==> src/rtl/button_pkg.sv <==
// button_pkg: shared constants and elaboration-time helpers for the
// pushbutton front end.
//
// Contents:
//   BTN_PRESSED / BTN_RELEASED : normalised button encodings (1 = pressed)
//   cycles_from_ms()           : converts a duration in ms to clock cycles
//   clog2()                    : ceiling log2 for counter widths
//   raw_idle()                 : raw pin value of an unpressed button
package button_pkg;

  localparam logic BTN_PRESSED  = 1'b1;
  localparam logic BTN_RELEASED = 1'b0;

  // Integer division first so that non-kHz-multiple clocks round down
  // instead of overflowing for large CLK_HZ * ms products.
  function automatic int cycles_from_ms(input int clk_hz, input int ms);
    return (clk_hz / 1000) * ms;
  endfunction

  function automatic int clog2(input int value);
    int r;
    r = 0;
    for (int i = 0; i < 31; i++) begin
      if ((1 << i) < value) r = i + 1;
    end
    return r;
  endfunction

  // An active-low button idles high on the pin.
  function automatic logic raw_idle(input bit active_low);
    return active_low ? 1'b1 : 1'b0;
  endfunction

endpackage

==> src/rtl/button_conditioner_sync_ff.sv <==
// sync_ff: multi-flop synchronizer for a single asynchronous bit.
//
// Parameters:
//   DEPTH     : number of flops in the chain (2..4)
//   RESET_VAL : value every flop takes while rst_n is low
// Ports:
//   clk   : destination clock
//   rst_n : asynchronous active-low reset
//   d     : asynchronous input
//   q     : synchronised output (last flop of the chain)
module sync_ff #(
  parameter int   DEPTH     = 2,
  parameter logic RESET_VAL = 1'b0
) (
  input  logic clk,
  input  logic rst_n,
  input  logic d,
  output logic q
);

  logic [DEPTH-1:0] chain;

  always_ff @(posedge clk or negedge rst_n) begin
    if (!rst_n) begin
      chain <= {DEPTH{RESET_VAL}};
    end else begin
      chain <= {chain[DEPTH-2:0], d};
    end
  end

  assign q = chain[DEPTH-1];

endmodule

==> src/rtl/button_conditioner.sv <==
// button_conditioner: turns one raw, bouncing, asynchronous pushbutton into
// clean control signals for the counter board.
//
// Optional feature: define BUTTON_CONDITIONER_LONG_PRESS_EN to add the
// LONG_MS parameter and the long_press output (one-cycle pulse once the
// button has been held for LONG_MS).
//
// Parameters:
//   CLK_HZ         : clock frequency in Hz
//   DEBOUNCE_MS    : stable time required before btn_level changes
//   SYNC_STAGES    : synchronizer depth (2..4)
//   BTN_ACTIVE_LOW : 1 = raw pin reads 0 when pressed
//   LONG_MS        : hold time for long_press (optional feature only)
// Ports:
//   clk_50MHz     : system clock
//   reset         : asynchronous active-low reset
//   btn_in        : raw pushbutton, asynchronous
//   btn_level     : debounced level, 1 = pressed
//   btn_press     : one-cycle pulse on debounced press
//   btn_release   : one-cycle pulse on debounced release
//   enable_toggle : inverts on every debounced press
//   long_press    : one-cycle pulse after a long hold (optional feature only)
module button_conditioner
  import button_pkg::*;
#(
  parameter int CLK_HZ         = 50000000,
  parameter int DEBOUNCE_MS    = 20,
  parameter int SYNC_STAGES    = 2,
  parameter int BTN_ACTIVE_LOW = 1
`ifdef BUTTON_CONDITIONER_LONG_PRESS_EN
  ,
  parameter int LONG_MS        = 1000
`endif
) (
  input  logic clk_50MHz,
  input  logic reset,
  input  logic btn_in,
  output logic btn_level,
  output logic btn_press,
  output logic btn_release,
  output logic enable_toggle
`ifdef BUTTON_CONDITIONER_LONG_PRESS_EN
  ,
  output logic long_press
`endif
);

  localparam int DB_CYCLES = cycles_from_ms(CLK_HZ, DEBOUNCE_MS);
  localparam int DB_W      = clog2(DB_CYCLES) + 1;
  localparam logic [DB_W-1:0] DB_LAST = DB_W'(DB_CYCLES - 1);
  localparam logic RAW_IDLE = raw_idle(BTN_ACTIVE_LOW != 0);

  logic            sync_raw;
  logic            s;
  logic            mismatch;
  logic            db_done;
  logic [DB_W-1:0] db_cnt;

  sync_ff #(
    .DEPTH     (SYNC_STAGES),
    .RESET_VAL (RAW_IDLE)
  ) u_sync (
    .clk   (clk_50MHz),
    .rst_n (reset),
    .d     (btn_in),
    .q     (sync_raw)
  );

  // Normalise after the synchronizer so everything downstream is 1 = pressed.
  assign s = (BTN_ACTIVE_LOW != 0) ? ~sync_raw : sync_raw;

  always_comb begin
    mismatch = (s != btn_level);
    // Counter reaches DB_LAST on the DB_CYCLES-th consecutive mismatch.
    db_done  = mismatch && (db_cnt == DB_LAST);
  end

  // Debounce counter, level, edge pulses and press toggle share one process
  // so the pulses land on the same edge that updates btn_level.
  always_ff @(posedge clk_50MHz or negedge reset) begin
    if (!reset) begin
      db_cnt        <= '0;
      btn_level     <= BTN_RELEASED;
      btn_press     <= 1'b0;
      btn_release   <= 1'b0;
      enable_toggle <= 1'b0;
    end else begin
      btn_press   <= 1'b0;
      btn_release <= 1'b0;
      if (!mismatch) begin
        db_cnt <= '0;
      end else if (db_done) begin
        db_cnt      <= '0;
        btn_level   <= s;
        btn_press   <= (s == BTN_PRESSED);
        btn_release <= (s == BTN_RELEASED);
        if (s == BTN_PRESSED) begin
          enable_toggle <= ~enable_toggle;
        end
      end else begin
        db_cnt <= db_cnt + DB_W'(1);
      end
    end
  end

`ifdef BUTTON_CONDITIONER_LONG_PRESS_EN
  localparam int LONG_CYCLES = cycles_from_ms(CLK_HZ, LONG_MS);
  localparam int LG_W        = clog2(LONG_CYCLES) + 1;
  localparam logic [LG_W-1:0] LONG_MAX  = LG_W'(LONG_CYCLES);
  localparam logic [LG_W-1:0] LONG_LAST = LG_W'(LONG_CYCLES - 1);

  logic [LG_W-1:0] hold_cnt;

  // Saturating at LONG_CYCLES means the LONG_LAST match happens only once
  // per hold; a debounced release clears the counter and re-arms it.
  always_ff @(posedge clk_50MHz or negedge reset) begin
    if (!reset) begin
      hold_cnt   <= '0;
      long_press <= 1'b0;
    end else begin
      long_press <= btn_level && (hold_cnt == LONG_LAST);
      if (!btn_level) begin
        hold_cnt <= '0;
      end else if (hold_cnt != LONG_MAX) begin
        hold_cnt <= hold_cnt + LG_W'(1);
      end
    end
  end
`endif

endmodule
==> config.mk <==
export PLATFORM = sky130hd
export DESIGN_NAME = button_conditioner
export DESIGN_NICKNAME = d
export VERILOG_FILES = /design/src/rtl/button_pkg.sv /design/src/rtl/button_conditioner_sync_ff.sv /design/src/rtl/button_conditioner.sv
export SDC_FILE = /design/constraint.sdc
export NUM_CORES = 1
export LEC_CHECK = 0
export ABC_AREA = 1
export CAP_MARGIN = 20
export CORE_MARGIN = 8
export CORE_UTILIZATION = 45
export DETAILED_ROUTE_END_ITERATION = 7
export PLACE_DENSITY = 0.76
export REMOVE_ABC_BUFFERS = 1
export SYNTH_ARGS = -nofsm -noshare
export SYNTH_HDL_FRONTEND = slang
export SYNTH_SLANG_ARGS = --single-unit
==> constraint.sdc <==
create_clock -name clk_50MHz -period 1.6 [get_ports clk_50MHz]
set_input_delay 0.48 -clock clk_50MHz [delete_from_list [all_inputs] [get_ports clk_50MHz]]
set_output_delay 0.48 -clock clk_50MHz [all_outputs]
set_load 0.01 [all_outputs]
==> results of run 1 <==
-- routing by layer --
| metal | share of wire (%) | up-vias |
|---|---|---|
| met5 | 0 | - |
| met4 | 1.7 | 0 |
| met3 | 5.0 | 9 |
| met2 | 48 | 27 |
| met1 | 46 | 584 |
| li1 | - | 644 |
-- cells by family (layout without fill, tap and decap cells) --
family | count (synthesis) | in the layout | synth area share [%]
adder cells (fa/ha/maj) | 2 | 2 | 1.65
AND/OR/NAND/NOR | 125 | 125 | 38.9
flip-flops | 27 | 27 | 44.6
AO/OA/AOI/OAI | 8 | 8 | 2.63
XOR/XNOR | 7 | 7 | 4.03
buffers and inverters | 31 | 49 | 8.15
-- state kept, by name, indices dropped and copies added (netlist names) --
signal	cells
db_cnt	21
u_sync.chain	2
btn_level	1
btn_press	1
btn_release	1
enable_toggle	1
-- path summary, 6_finish.rpt --
check	cells past startpoint	start	endpoint	slack, ns
worst max-delay path	10	u_sync.chain[1]	enable_toggle	-0.03
worst min-delay path	0	u_sync.chain[0]	u_sync.chain[1]	0.37
worst max register to register	10	u_sync.chain[1]	enable_toggle	-0.03
worst min register to register	0	u_sync.chain[0]	u_sync.chain[1]	0.37
max in group asynchronous	2	reset	u_sync.chain[0]	0.92
min in group asynchronous	2	reset	db_cnt[17]	0.46
-- critical path, cell delays in order (launching register included) --
cell                      delay, ns
sky130_fd_sc_hd__dfstp_2       0.57
sky130_fd_sc_hd__inv_2         0.05
sky130_fd_sc_hd__ha_4          0.25
sky130_fd_sc_hd__nor2_4        0.08
sky130_fd_sc_hd__nand2_2       0.07
sky130_fd_sc_hd__nor2_4        0.13
sky130_fd_sc_hd__nand3_4       0.12
sky130_fd_sc_hd__buf_6         0.16
sky130_fd_sc_hd__nor2_2        0.07
sky130_fd_sc_hd__nand2_1       0.05
sky130_fd_sc_hd__nand2_1       0.05
-- power groups by stage --
| stage | Sequential [mW] | Clock, mW | Combinational (mW) |
|---|---|---|---|
| floorplan | 0.710 | 0 | 0.0234 |
| global placement | 0.710 | 0 | 0.0585 |
| detailed placement | 0.711 | 0 | 0.0598 |
| CTS | 0.699 | 0.342 | 0.0662 |
| global route | 0.700 | 0.365 | 0.0817 |
| finish | 0.698 | 0.331 | 0.0705 |
-- repair_timing --
item | 4_1_cts | 5_1_grt
endpoints found under the hold margin | 0 | 0
endpoints found under the setup margin | 18 | 13
pin swaps | 6 | 6
setup buffers | 2 | 1
resized for setup | 14 | 6
-- cells in the final DEF (no fill, tap or decap), types with 2 or more instances in the layout --
cell,netlist,final
sky130_fd_sc_hd__a21oi_1,2,2
sky130_fd_sc_hd__buf_4,0,8
sky130_fd_sc_hd__clkbuf_4,0,3
sky130_fd_sc_hd__clkdlybuf4s50_1,0,2
sky130_fd_sc_hd__dfrtp_1,25,25
sky130_fd_sc_hd__dfstp_2,2,2
sky130_fd_sc_hd__dlygate4sd2_1,0,4
sky130_fd_sc_hd__inv_1,22,20
sky130_fd_sc_hd__inv_2,7,9
sky130_fd_sc_hd__nand2_1,50,48
sky130_fd_sc_hd__nand2_2,2,3
sky130_fd_sc_hd__nand2_4,1,2
sky130_fd_sc_hd__nand3_1,14,10
sky130_fd_sc_hd__nand3_2,1,4
sky130_fd_sc_hd__nand4_1,3,3
sky130_fd_sc_hd__nor2_1,36,34
sky130_fd_sc_hd__nor2_2,9,9
sky130_fd_sc_hd__nor2_4,5,7
sky130_fd_sc_hd__nor3b_1,2,2
sky130_fd_sc_hd__o21ai_0,2,2
sky130_fd_sc_hd__o21ai_1,4,4
sky130_fd_sc_hd__xnor2_1,2,2
sky130_fd_sc_hd__xor2_1,5,5
-- stage by stage --
| stage | utilization [%] | cells | power (mW) | cell area, sq um | TNS (ns) |
|---|---|---|---|---|---|
| floorplan | - | 198 | 0.733 | 1510 | -1.88 |
| global placement | 51.4 | 257 | 0.769 | 1690 | -0.354 |
| detailed placement | 51.4 | 257 | 0.771 | 1690 | -0.841 |
| CTS | 54.2 | 263 | 1.11 | 1780 | -0.125 |
| global route | 55.0 | 264 | 1.15 | 1810 | -0.517 |
| finish | 55.0 | 264 | 1.10 | 1810 | -0.0693 |
-- final cells by class --
type | instances | area [sq um]
inverter | 29 | 109
clock inverter | 1 | 8.76
fill | 298 | 1480
clock buffer | 3 | 22.5
sequential | 27 | 678
timing repair buffer | 16 | 146
multi-input combinational | 142 | 783
tap | 46 | 57.6
==> qor.csv, run 1 <==
metric;value;unit
proportion of power drawn by combinational gates;6.4;%
mean number of vias per cell;4.79;
worst endpoint required time;1.90;ns
number of levels the H-tree was split into;1;
post-synthesis area per instance;7.60;sq um
proportion of layout cells with a drive suffix above 1;24.3;%
largest cells by area after synthesis;sky130_fd_sc_hd__dfrtp_1 (41%), sky130_fd_sc_hd__nand2_1 (12%), sky130_fd_sc_hd__nor2_1 (8.9%);
insertion delay of the later-clocked pin in the worst-skew pair;0.35;ns
Cell variety after synth;24;
number of synthesized register bits;27;
power per cell area;609;nW/um^2
final worst path period need;1.63;ns
standard-cell rows;21;
leading cell type by number of instances after synthesis;sky130_fd_sc_hd__nand2_1;
number of synthesized flops with an enable pin;0;
Final Net Count;224;
max-slew violations;0;
number of top-level pins;7;
Final Routed Wirelength;3110;um
dpl ws;-0.111;ns
count of TritonRoute iterations in the first routing pass;5;
global-route track usage on met1;15.7;%
setup repair after global routing missed its margin;true;
top_reg_cell synth;sky130_fd_sc_hd__dfrtp_1;
actual transition at the worst max-transition pin;0.225;ns
final critical-path share of the clock period;102;%
largest buffer count on any clock path;2;
Std-Cell Core Area;3280;sq um
post-synth top area share;41.2;%
largest net degree at the start of global routing;28;
overall via count from detail_route;1264;
tightest slew margin relative to the limit;85.0;%
CP Max Fanout;6;
YS warnings;0;
number of sinks on the clock net;27;
clock tree from TritonCTS;done;
outcome;finished with violations;
wire length of the first global-routing pass;5310;um
sequential cell fraction of total power;63.5;%
Synth top cells by count;sky130_fd_sc_hd__nand2_1 (50), sky130_fd_sc_hd__nor2_1 (36), sky130_fd_sc_hd__dfrtp_1 (25), sky130_fd_sc_hd__inv_1 (22), sky130_fd_sc_hd__nand3_1 (14);
Final HPWL DP;2300;um
data arrival time at the worst-slack endpoint;1.93;ns
Async S/R FF share, synth;100;%
leftover overflow at the end of global routing;0;
final count of hold timing violations;0;
switching power;0.274;mW
CTS clk-pin slew, worst paths;0.16;ns
sequential area share after synthesis;44.6;%
critical path launch point type;flip-flop;
post-route worst setup slack;-0.0299;ns
initial antenna violation count;0;
leakage dissipation;0.815;nW
die span in x;74.1;um
class of the tightest hold or removal check;reg -> reg;
number of buffer cells added on primary ports;6;
kind of critical path;reg -> reg;
switching share of power;24.9;%
average detailed-routed wire length per instance;11.8;um
fraction of power consumed by the clock network;30.1;%
area of the die;5490;sq um
via count of the first global-routing pass;1195;
GP Congestion;0.882;
internal power contribution;0.826;mW
Achievable Freq;614;MHz
violation count after the first detailed-route iteration;65;
failing checks;setup timing;
Die H;74.1;um
Most Used Layer, Global Route;met2;
number of maximum-capacitance constraint violations;0;
met3 demand-to-capacity share in global routing;3.91;%
area overhead of the layout relative to synthesis;18.8;%
most area-hungry cell type in the Yosys netlist;sky130_fd_sc_hd__dfrtp_1;
antenna viol nets, final;0;
endpoints failing setup;4;
TritonCTS Buffers;3;
met2 Track Usage GR;20.2;%
clock root buffer;sky130_fd_sc_hd__clkbuf_4;
category of the worst setup path capture point;flip-flop;
Antenna Cells;0;
initial cell density of the core;46.3;%
mapped cell area;1520;sq um
GRT Overall Usage;12.7;%
largest voltage drop on the vdd net;419;uV
count of mapped cells out of synthesis;200;
cts-stage hold buffer count;0;
setup skew after layout;0.00384;ns
Hold Slack;0.371;ns
DRC;0;
Note: power is estimated with default switching activity, not from simulation.
==> inputs of run 2 (changes only) <==
- PLACE_DENSITY: 0.76 -> 0.65
==> run 2 against run 1 <==
  * The run still ends with setup timing left
  * Register-to-register slack better by 0.02 ns
  * Count of clock-buffer cells in the layout is 1 higher
  * Sequential cell count stayed put
  * Fmax is 1.4% higher
  * Largest cell class unchanged
  * Worst setup slack better by 0.023 ns
  * Routed wire length is 0.67% lower
  * Cell count is 0.38% higher
  * Sequential power hardly changed
  * Cell area is 0.55% higher
==> qor.csv, run 2 (same netlist as run 1, synthesis figures left out) <==
metric;value;unit;change
largest incremental delay on the critical path;0.56;ns;was 0.57 ns
final-layout fill cell count;320;;was 298
Worst R2R Start;u_sync.chain[1];;unchanged
endpoints failing setup;1;;was 4
tightest slew margin relative to the limit;85.5;%;was 85.0%
TritonCTS Buffers;3;;unchanged
Achievable Freq;622;MHz;was 614 MHz
routed length on met1;1540;um;was 1420 um
Final Net Count;225;;was 224
power consumption;1.06;mW;was 1.10 mW
Hold Slack;0.370;ns;was 0.371 ns
GRT Overall Usage;12.9;%;was 12.7%
largest net degree at the start of global routing;28;;unchanged
top library cells by usage in the layout, fill and taps aside;sky130_fd_sc_hd__nand2_1 (48), sky130_fd_sc_hd__nor2_1 (34), sky130_fd_sc_hd__dfrtp_1 (25);;unchanged
clock tree from TritonCTS;done;;unchanged
final count of hold timing violations;0;;unchanged
number of sinks on the clock net;27;;unchanged
initial cell density of the core;46.3;%;unchanged
failing checks;setup timing;;unchanged
post-route worst setup slack;-0.00699;ns;was -0.0299 ns
Met2 Routed Length;1430;um;was 1480 um
outcome;finished with violations;;unchanged
number of maximum-capacitance constraint violations;0;;unchanged
cells along the critical path;inv_2 -> ha_4 -> nor2_4 -> nand2_2 -> nor2_4 -> nand3_4 -> buf_6 -> o21ai_2 -> inv_1;;was inv_2 -> ha_4 -> nor2_4 -> nand2_2 -> nor2_4 -> nand3_4 -> buf_6 -> nor2_2 -> nand2_1 -> nand2_1
worst endpoint required time;1.83;ns;was 1.90 ns
kind of critical path;reg -> reg;;unchanged
count of cells along the worst register-to-register path;9;;was 10
setup skew after layout;0.00402;ns;was 0.00384 ns
antenna viol nets, final;0;;unchanged
data arrival time at the worst-slack endpoint;1.83;ns;was 1.93 ns
GP Congestion;0.864;;was 0.882
category of the worst setup path capture point;flip-flop;;unchanged
proportion of layout cells with a drive suffix above 1;24.2;%;was 24.3%
area overhead of the layout relative to synthesis;19.4;%;was 18.8%
Std-Cell Core Area;3280;sq um;unchanged
number of top-level pins;7;;unchanged
r2r endpoint;btn_level;;was enable_toggle
Reg with most FFs;db_cnt;;unchanged
Final Routed Wirelength;3090;um;was 3110 um
largest registers in the final layout;db_cnt: 21 flops, u_sync.chain: 2 flops;;unchanged
cts-stage hold buffer count;0;;unchanged
DR top layer;met4;;unchanged
multi-input combinational cell area;787;sq um;was 783 sq um
timing endpoint of the critical path;btn_level;;was enable_toggle
final critical-path share of the clock period;100;%;was 102%
power per cell area;583;nW/um^2;was 609 nW/um^2
final worst path period need;1.61;ns;was 1.63 ns
leftover overflow at the end of global routing;0;;unchanged
area of the die;5490;sq um;unchanged
average detailed-routed wire length per instance;11.7;um;was 11.8 um
standard-cell rows;21;;unchanged
total length of routed met3 wires;84;um;was 157 um
clock root buffer;sky130_fd_sc_hd__clkbuf_4;;unchanged
count of TritonRoute iterations in the first routing pass;4;;was 5
via count of the first global-routing pass;1228;;was 1,195
largest voltage drop on the vdd net;301;uV;was 419 uV
initial antenna violation count;0;;unchanged
CTS clk-pin slew, worst paths;0.14;ns;was 0.16 ns
most common cell after layout, fill and taps aside;sky130_fd_sc_hd__nand2_1;;unchanged
Post-DP Area;1690;sq um;unchanged
violation count after the first detailed-route iteration;80;;was 65
standard cell with the maximum stage delay on the critical path;sky130_fd_sc_hd__dfstp_2;;unchanged
setup repair after global routing missed its margin;true;;unchanged
fin area;1820;sq um;was 1810 sq um
Largest register FFs;21;;unchanged
CP Max Fanout;5;;was 6
class of the tightest hold or removal check;reg -> reg;;unchanged
sequential cell area in the final layout;678;sq um;unchanged
die span in x;74.1;um;unchanged
Critical Path Most Common Cell;sky130_fd_sc_hd__nor2_4;;
crit path from;u_sync.chain[1];;unchanged
Antenna Cells;0;;unchanged
actual transition at the worst max-transition pin;0.218;ns;was 0.225 ns
Final HPWL DP;2350;um;was 2300 um
overall via count from detail_route;1249;;was 1,264
DRC;0;;unchanged
insertion delay of the later-clocked pin in the worst-skew pair;0.32;ns;was 0.35 ns
leakage dissipation;0.820;nW;was 0.815 nW
number of buffer cells added on primary ports;6;;unchanged
critical path launch point type;flip-flop;;unchanged
slack of the worst reg-to-reg path;-0.007;ns;was -0.03 ns
Die H;74.1;um;unchanged
mean number of vias per cell;4.71;;was 4.79
wire length of the first global-routing pass;5490;um;was 5310 um
largest buffer count on any clock path;2;;unchanged
number of levels the H-tree was split into;1;;unchanged
max-slew violations;0;;unchanged
## run 2: worst min-delay path by stage
stage | from | slack (ns) | cells after the start | endpoint
4_1_cts | u_sync.chain[0] | 0.37 | 0 | u_sync.chain[1]
6_report | u_sync.chain[0] | 0.37 | 0 | u_sync.chain[1]
3_3_place_gp | u_sync.chain[0] | 0.35 | 0 | u_sync.chain[1]
3_5_place_dp | u_sync.chain[0] | 0.35 | 0 | u_sync.chain[1]
2_1_floorplan | reset | 0.18 | 0 | btn_level
5_1_grt | u_sync.chain[0] | 0.38 | 0 | u_sync.chain[1]
## run 2: worst max-delay path, delay by kind of cell, from the launching register on
family,cells,cell delay [ns]
flip-flops,1,0.56
AND/OR/NAND/NOR,4,0.39
buffers and inverters,3,0.24
adder cells (fa/ha/maj),1,0.22
AO/OA/AOI/OAI,1,0.10
## run 2: layout make-up
| type | count | share of cell area (%) |
|---|---|---|
| Clock buffer | 4 | 1.45 |
| Multi-Input combinational cell | 142 | 43.3 |
| Tap cell | 46 | 3.17 |
| Inverter | 29 | 6.00 |
| Sequential cell | 27 | 37.4 |
| Timing Repair Buffer | 17 | 8.68 |
## run 2: timing repair
item	CTS	global route
buffers inserted	3	2
pin swaps	4	7
gates resized for setup	15	6
setup endpoints to repair	19	15
## run 2: metal layers
metal  GRT usage [%]  up-vias
li1                -      653
met1            16.4      573
met2            21.5       19
met3            2.02        4
met4            4.43        0
met5               0        -
## run 2: power breakdown
| part | total, mW | internal [mW] | switching (mW) |
|---|---|---|---|
| Sequential | 0.698 | 0.693 | 0.00480 |
| Clock | 0.291 | 0.0974 | 0.194 |
| Combinational | 0.0692 | 0.0287 | 0.0405 |
| Total | 1.06 | 0.819 | 0.239 |
## run 2: through the flow
stage                     instances  utilization, %  setup TNS [ns]  setup slack (ns)
after global routing            265            55.3          -0.223           -0.0784
final                           265            55.3        -0.00699          -0.00699
after detailed placement        257            51.4          -0.692            -0.111
after floorplan                 198               -           -1.88            -0.235
after global placement          257            51.4          -0.168           -0.0482
after CTS                       263            54.0         -0.0832           -0.0586
==> inputs of run 3 (changes only) <==
- CTS_CLUSTER_SIZE: not set -> 16
==> results of run 3 <==
No change in the layout: final DEF, timing and power equal those of run 2.
